`config.mk`:
```
export PLATFORM = sky130hd
export DESIGN_NAME = sjr_method_launcher
export DESIGN_NICKNAME = d
export VERILOG_FILES = /design/src/rtl/sjr_bench_pkg.sv /design/src/rtl/sjr_sat_counter.sv /design/src/rtl/sjr_method_launcher.sv
export SDC_FILE = /design/constraint.sdc
export NUM_CORES = 1
export LEC_CHECK = 0
export CAP_MARGIN = 20
export CORE_UTILIZATION = 30
export CTS_CLUSTER_DIAMETER = 200
export DETAILED_ROUTE_END_ITERATION = 10
export PLACE_DENSITY = 0.49
export SYNTH_ARGS = -nofsm -noshare
export SYNTH_HDL_FRONTEND = slang
export SYNTH_SLANG_ARGS = --single-unit
export TNS_END_PERCENT = 5
```
`constraint.sdc`:
```
create_clock -name i_clk -period 8.75 [get_ports i_clk]
set_input_delay 2.625 -clock i_clk [delete_from_list [all_inputs] [get_ports i_clk]]
set_output_delay 2.625 -clock i_clk [all_outputs]
set_load 0.05 [all_outputs]
```
`src/rtl/sjr_bench_pkg.sv`:
```
// Shared definitions for the Synthesijer method launcher.
//   state_e         : launcher FSM states
//   DEFAULT_TIMEOUT : default per-run cycle limit
package sjr_bench_pkg;

    typedef enum logic [2:0] {
        StIdle     = 3'd0,
        StReq      = 3'd1,
        StWaitBusy = 3'd2,
        StRun      = 3'd3,
        StCheck    = 3'd4,
        StDone     = 3'd5
    } state_e;

    localparam int unsigned DEFAULT_TIMEOUT = 1000000;

endpackage

```
`src/rtl/sjr_sat_counter.sv`:
```
// Saturating accumulator: clears, loads a value, or adds a value without wrapping.
//   i_clk, i_reset : clock, synchronous active-high reset
//   i_clr          : clear to zero (highest priority after reset)
//   i_load         : load i_value
//   i_inc          : add i_value, saturating at all-ones
//   i_value        : load / increment operand
//   o_count        : current value
module sjr_sat_counter #(
    parameter int unsigned WIDTH = 32
) (
    input  logic             i_clk,
    input  logic             i_reset,
    input  logic             i_clr,
    input  logic             i_load,
    input  logic             i_inc,
    input  logic [WIDTH-1:0] i_value,
    output logic [WIDTH-1:0] o_count
);

    logic [WIDTH-1:0] r_count;
    logic [WIDTH:0]   w_sum;

    // One extra bit catches the carry that would otherwise wrap.
    assign w_sum = {1'b0, r_count} + {1'b0, i_value};

    always_ff @(posedge i_clk) begin
        if (i_reset || i_clr) begin
            r_count <= '0;
        end else if (i_load) begin
            r_count <= i_value;
        end else if (i_inc) begin
            r_count <= w_sum[WIDTH] ? '1 : w_sum[WIDTH-1:0];
        end
    end

    assign o_count = r_count;

endmodule

```
`src/rtl/sjr_method_launcher.sv`:
```
// Run controller placed upstream of a Synthesijer method module. Issues one run_req pulse
// per run, follows run_busy, measures per-run and campaign cycle counts, checks the finish
// flag and aborts a run that exceeds TIMEOUT cycles (0 disables the limit).
//   i_clk, i_reset  : clock, synchronous active-high reset
//   i_start         : begin a campaign (accepted only when idle or done)
//   i_runs          : number of runs, sampled on accepted start (0 means 1)
//   o_run_req       : run request pulse to the method module
//   i_run_busy      : busy from the method module
//   i_finish_flag   : finish flag from the method module
//   o_active        : campaign in progress
//   o_done, o_pass  : campaign finished / every run finished cleanly
//   o_timeout       : a run hit the cycle limit (sticky until next start)
//   o_run_count     : completed runs in this campaign
//   o_last_cycles   : cycles of the most recent run, request through busy-fall
//   o_total_cycles  : saturating sum of run cycles over the campaign
module sjr_method_launcher
    import sjr_bench_pkg::*;
#(
    parameter int unsigned CYCLE_W = 32,
    parameter int unsigned TIMEOUT = DEFAULT_TIMEOUT,
    parameter int unsigned RUNS_W  = 8
) (
    input  logic               i_clk,
    input  logic               i_reset,
    input  logic               i_start,
    input  logic [RUNS_W-1:0]  i_runs,
    output logic               o_run_req,
    input  logic               i_run_busy,
    input  logic               i_finish_flag,
    output logic               o_active,
    output logic               o_done,
    output logic               o_pass,
    output logic               o_timeout,
    output logic [RUNS_W-1:0]  o_run_count,
    output logic [CYCLE_W-1:0] o_last_cycles,
    output logic [CYCLE_W-1:0] o_total_cycles
);

    state_e              r_state;
    state_e              w_state_d;
    logic                r_finish_prev;
    logic [RUNS_W-1:0]   r_runs_lat;
    logic                r_run_req;
    logic                r_active;
    logic                r_done;
    logic                r_pass;
    logic                r_timeout;
    logic [RUNS_W-1:0]   r_run_count;
    logic [CYCLE_W-1:0]  r_last_cycles;

    logic [CYCLE_W-1:0]  w_run_cycles;
    logic                w_start_ok;
    logic                w_counting;
    logic                w_timeout_hit;
    logic                w_more_runs;

    assign w_start_ok    = i_start && ((r_state == StIdle) || (r_state == StDone));
    assign w_counting    = (r_state == StWaitBusy) || (r_state == StRun);
    assign w_timeout_hit = (TIMEOUT != 0) && w_counting
                           && (w_run_cycles == CYCLE_W'(TIMEOUT));
    // Widened by one bit so runs == all-ones cannot wrap the comparison.
    assign w_more_runs   = ((RUNS_W+1)'(r_run_count) + (RUNS_W+1)'(1))
                           < (RUNS_W+1)'(r_runs_lat);

    // Per-run counter: loaded to 1 in REQ, +1 every WAIT_BUSY/RUN cycle.
    sjr_sat_counter #(
        .WIDTH (CYCLE_W)
    ) u_run_cnt (
        .i_clk   (i_clk),
        .i_reset (i_reset),
        .i_clr   (1'b0),
        .i_load  (w_state_d == StReq),
        .i_inc   (w_counting),
        .i_value (CYCLE_W'(1)),
        .o_count (w_run_cycles)
    );

    // Campaign total: cleared on accepted start, accumulates in CHECK.
    sjr_sat_counter #(
        .WIDTH (CYCLE_W)
    ) u_total_cnt (
        .i_clk   (i_clk),
        .i_reset (i_reset),
        .i_clr   (w_start_ok),
        .i_load  (1'b0),
        .i_inc   (r_state == StCheck),
        .i_value (w_run_cycles),
        .o_count (o_total_cycles)
    );

    always_comb begin
        w_state_d = r_state;
        case (r_state)
            StIdle, StDone: if (w_start_ok) w_state_d = StReq;
            StReq:          w_state_d = StWaitBusy;
            StWaitBusy: begin
                if (w_timeout_hit)                          w_state_d = StDone;
                else if (i_run_busy)                        w_state_d = StRun;
                // Run finished before busy was ever seen.
                else if (i_finish_flag && !r_finish_prev)   w_state_d = StCheck;
            end
            StRun: begin
                if (w_timeout_hit)    w_state_d = StDone;
                else if (!i_run_busy) w_state_d = StCheck;
            end
            StCheck:        w_state_d = w_more_runs ? StReq : StDone;
            default:        w_state_d = StIdle;
        endcase
    end

    always_ff @(posedge i_clk) begin
        if (i_reset) begin
            r_state       <= StIdle;
            r_finish_prev <= 1'b0;
            r_runs_lat    <= '0;
            r_run_req     <= 1'b0;
            r_active      <= 1'b0;
            r_done        <= 1'b0;
            r_pass        <= 1'b0;
            r_timeout     <= 1'b0;
            r_run_count   <= '0;
            r_last_cycles <= '0;
        end else begin
            r_state       <= w_state_d;
            r_finish_prev <= i_finish_flag;
            r_run_req     <= (w_state_d == StReq);
            r_active      <= (w_state_d != StIdle) && (w_state_d != StDone);
            r_done        <= (w_state_d == StDone);
            if (w_start_ok) begin
                r_run_count <= '0;
                r_timeout   <= 1'b0;
                r_pass      <= 1'b1;
                r_runs_lat  <= (i_runs == '0) ? RUNS_W'(1) : i_runs;
            end
            if (w_timeout_hit) begin
                r_timeout     <= 1'b1;
                r_pass        <= 1'b0;
                r_last_cycles <= CYCLE_W'(TIMEOUT);
            end
            if (r_state == StCheck) begin
                r_last_cycles <= w_run_cycles;
                r_run_count   <= r_run_count + RUNS_W'(1);
                if (!i_finish_flag) r_pass <= 1'b0;
            end
        end
    end

    assign o_run_req     = r_run_req;
    assign o_active      = r_active;
    assign o_done        = r_done;
    assign o_pass        = r_pass;
    assign o_timeout     = r_timeout;
    assign o_run_count   = r_run_count;
    assign o_last_cycles = r_last_cycles;

endmodule

```
==> summary.md <==
## GRT
• 31200 µm — global-route wire length before repair
• 5798 — vias in the first global route
• 70 — pin count of the biggest net entering global routing
• 0 — total congestion overflow
• 0 — initial antenna violation count
• 17.6% — overall fraction of global-route tracks in use

## STA
• 54.1% — Period Utilization, post-route
• 0 ns — setup_tns
• 0.0120 ns — Post-Route Skew
• 1.05 ns — worst-margin pin slew
• 0 — final hold violation count
• no — unrepaired setup endpoints after global routing
• 4.02 ns — smallest setup slack after layout
• 0.453 ns — worst-case hold slack
• 0 — pins over their slew limit
• 0 — final setup violation count
• 4.73 ns — minimum clock period after layout
• 29.8% — worst relative slew slack
• 0.211 GHz — upper clock frequency limit

## Synth
• 6620 µm² — post-synthesis instance area
• 0 — EDFF count, synth
• 0 — Ys Warns
• 8.04 µm² — average footprint of a synthesized cell
• 880 — Post-Syn Nets
• 36.6% — fraction of the yosys area taken by sequential cells
• 36.6% — post-synth top area share
• sky130_fd_sc_hd__dfxtp_1 37%, sky130_fd_sc_hd__a21oi_1 9.4%, sky130_fd_sc_hd__ha_1 7.9% — top area cells in the synthesized netlist
• 61 — count of distinct cell types in the synthesized netlist
• sky130_fd_sc_hd__dfxtp_1 — biggest area consumer among synthesized cells
• 0% — fraction of registers with async set/reset
• sky130_fd_sc_hd__dfxtp_1 — dominant synthesized flop cell
• 824 — cell count after synthesis
• 121 — number of synthesized register bits

## Pwr
• 0.00102 W — Power Internal
• 165 nW/µm² — power density cells
• 51.0% — clock group share of total power
• 41.6% — part of the total power dissipated in sequential elements
• 7.4% — combinational power share
• 0.000347 W — switching power summed over all nets
• 25.3% — switch share
• 3.15 nW — P_leak
• 108 µV — peak supply drop

## Drt
• 16.3 µm — routed length per placed instance
• 0 — final routed DRC violation total
• 0 — antenna-violating nets left
• 6120 — Via Count
• 5 — number of detailed-route iterations in the first pass
• 5.18 — Vias/cell
• 347 — First DRT Iteration DRCs
• 19200 µm — Final Routed Wirelength

## Worst setup path
• input pin to register — CP Class
• 0.91 ns — largest stage delay on the critical path
• 10 — Worst Reg2Reg Path Length in Cells
• i_finish_flag — Critical path origin
• register — Critical Path End Type
• u_run_cnt.o_count[31] — end of the critical path
• 9.00 ns — required time of the critical path
• sky130_fd_sc_hd__a21o_1 — standard cell with the maximum stage delay on the critical path
• input pin — category of the worst setup path launch point
• 31 — crit path max fanout
• o_run_count[2] — r2r startpoint
• u_run_cnt.o_count[31] — capture point of the worst reg-to-reg path
• 4.98 ns — worst path arrival time
• clkdlybuf4s50_1 > a21oi_1 > o21ai_0 > a221oi_1 > a21o_1 > nor3_1 — CP cell instances
• 4.77 ns — worst-case register-to-register setup slack

## CTS
• 0 — count of hold-fix buffers inserted at cts
• 4 — H-tree depth
• built — CTS tree
• 121 — Sinks on Clock Net
• 0.42 ns — clock latency reported for the late side of the worst-skew pair
• 0.05 ns — CTS clock-pin slew for the worst setup and hold paths
• 0 — number of setup buffers added after CTS
• 2 — clock tree buffer depth
• sky130_fd_sc_hd__clkbuf_16 — CTS root buffer
• 17 — clock buffer count from CTS
• 0 — post-cts repair resize count

## Floorplan
• 151 µm — overall die height
• 22700 µm² — die outline area
• 53 — FP Rows
• 21400 µm² — core box area
• 90 — count of boundary I/O pins
• 151 µm — width of the die
• 31.0% — starting utilization of the core area

## Finish
• 2265 — Layout fillers
• 25.7% — P&R area growth vs syn
• 5.85% — fraction of layout cells with a size suffix above 1
• 949 — nets@finish
• 0 — final antenna diode count
• 8320 µm² — total non-filler cell area in the finished layout
• 1181 — non-filler cells, final

## Place
• 7720 µm² — total cell area at the placement stage
• 1148 — placed cell count
• 89 — IO buf count
• 3.57 ns — dpl ws
• 0.820 — routability congestion estimate
• 13300 µm — final HPWL from detailed placement

## Job
• 0 — max-cap violations

## Hold path
• register to register — Worst Hold Class

## Outcome
• finished clean — result of the run

## synth_stat cells (all sizes together) (6+ instances only)
master / instances
nand2b: 6
xnor2: 24
o21a: 7
nor2: 43
buf: 6
a21oi: 125
o21ai: 57
xor2: 34
dfxtp: 121
and3: 15
ha: 42
nand4: 12
nand2: 88
nor4: 6
nor3: 26
clkbuf: 41
nor2b: 7
a21o: 14
inv: 24
a31oi: 6
nand3: 47
## stage by stage
stage,total power (W),util (%)
4_1_cts,0.00139,38.9
3_3_place_gp,0.000685,36.2
2_1_floorplan,0.000651,-
6_report,0.00137,39.0
5_1_grt,0.00143,39.0
3_5_place_dp,0.000686,36.2
## power by group through the flow
stage | registers, W | clock network, W | logic [W]
floorplan | 0.000597 | 0 | 0.0000536
global placement | 0.000583 | 0 | 0.000102
detailed placement | 0.000583 | 0 | 0.000103
CTS | 0.000571 | 0.000718 | 0.000103
global route | 0.000572 | 0.000747 | 0.000112
finish | 0.000571 | 0.000700 | 0.000101
## layout make-up
class	count	area [µm²]	area share, %
well taps	275	344	4.13
inverters	24	90.1	1.08
flip-flops and latches	121	2420	29.1
clock inverters	14	149	1.79
clock buffers	18	439	5.28
repair buffers	97	950	11.4
multi-input cells	632	3930	47.2
## flip-flops by register name (all words and copies together) (netlist names)
name                 count
o_timeout                1
r_runs_lat               8
o_pass                   1
u_total_cnt.o_count     32
r_state                  3
o_run_req                1
r_finish_prev            1
o_active                 1
o_run_count              8
o_last_cycles           32
u_run_cnt.o_count       32
o_done                   1
## per-layer routing
layer	share of wire, %	global-route usage, %
met1	49	24.0
met2	46	28.3
met3	4.2	3.70
met4	0.93	3.90
met5	0	0
## worst max-delay path: cells and delay by family
family,cells,cell delay (ns)
buffers and inverters,1,0.44
AND/OR/NAND/NOR,1,0.14
AO/OA/AOI/OAI,4,1.77
## cells by family (layout without fill, tap and decap cells)
family,count (synthesis),count (layout),share of synthesized area (%)
flip-flops,121,121,36.6
XOR/XNOR,58,58,7.67
multiplexers,6,6,0.944
AND/OR/NAND/NOR,276,276,20.3
buffers and inverters,71,153,4.16
AO/OA/AOI/OAI,249,249,22.1
adder cells (fa/ha/maj),43,43,8.24
## cell usage in the layout, fill, tap and decap left out, drive strengths merged, types with 4 or more instances in the layout
cell,netlist,layout
inv,24,26
or2,4,4
nor2b,7,7
nand2b,6,6
a31oi,6,6
clkinv,0,6
nor4b,4,4
mux2i,4,4
xor2,34,34
nand4,12,12
and3,15,15
and2,4,4
nand2,88,88
dfxtp,121,121
nor4,6,6
o21bai,5,5
buf,6,9
clkinvlp,0,4
o21ai,57,57
ha,42,42
nor3,26,26
o21a,7,7
a211o,4,4
a21o,14,14
a21oi,125,125
nand3,47,47
nor2,43,43
clkbuf,41,18
xnor2,24,24
clkdlybuf4s50,0,88
## worst min-delay path by stage
stage | start | end | slack [ns] | depth (start not counted)
floorplan | r_runs_lat[1] | r_runs_lat[1] | 0.44 | 2
global placement | r_runs_lat[7] | r_runs_lat[7] | 0.45 | 2
detailed placement | r_runs_lat[7] | r_runs_lat[7] | 0.45 | 2
CTS | r_runs_lat[7] | r_runs_lat[7] | 0.46 | 2
global route | r_runs_lat[4] | r_runs_lat[4] | 0.47 | 2
finish | r_runs_lat[7] | r_runs_lat[7] | 0.45 | 2
Note: power is estimated with default switching activity, not from simulation.
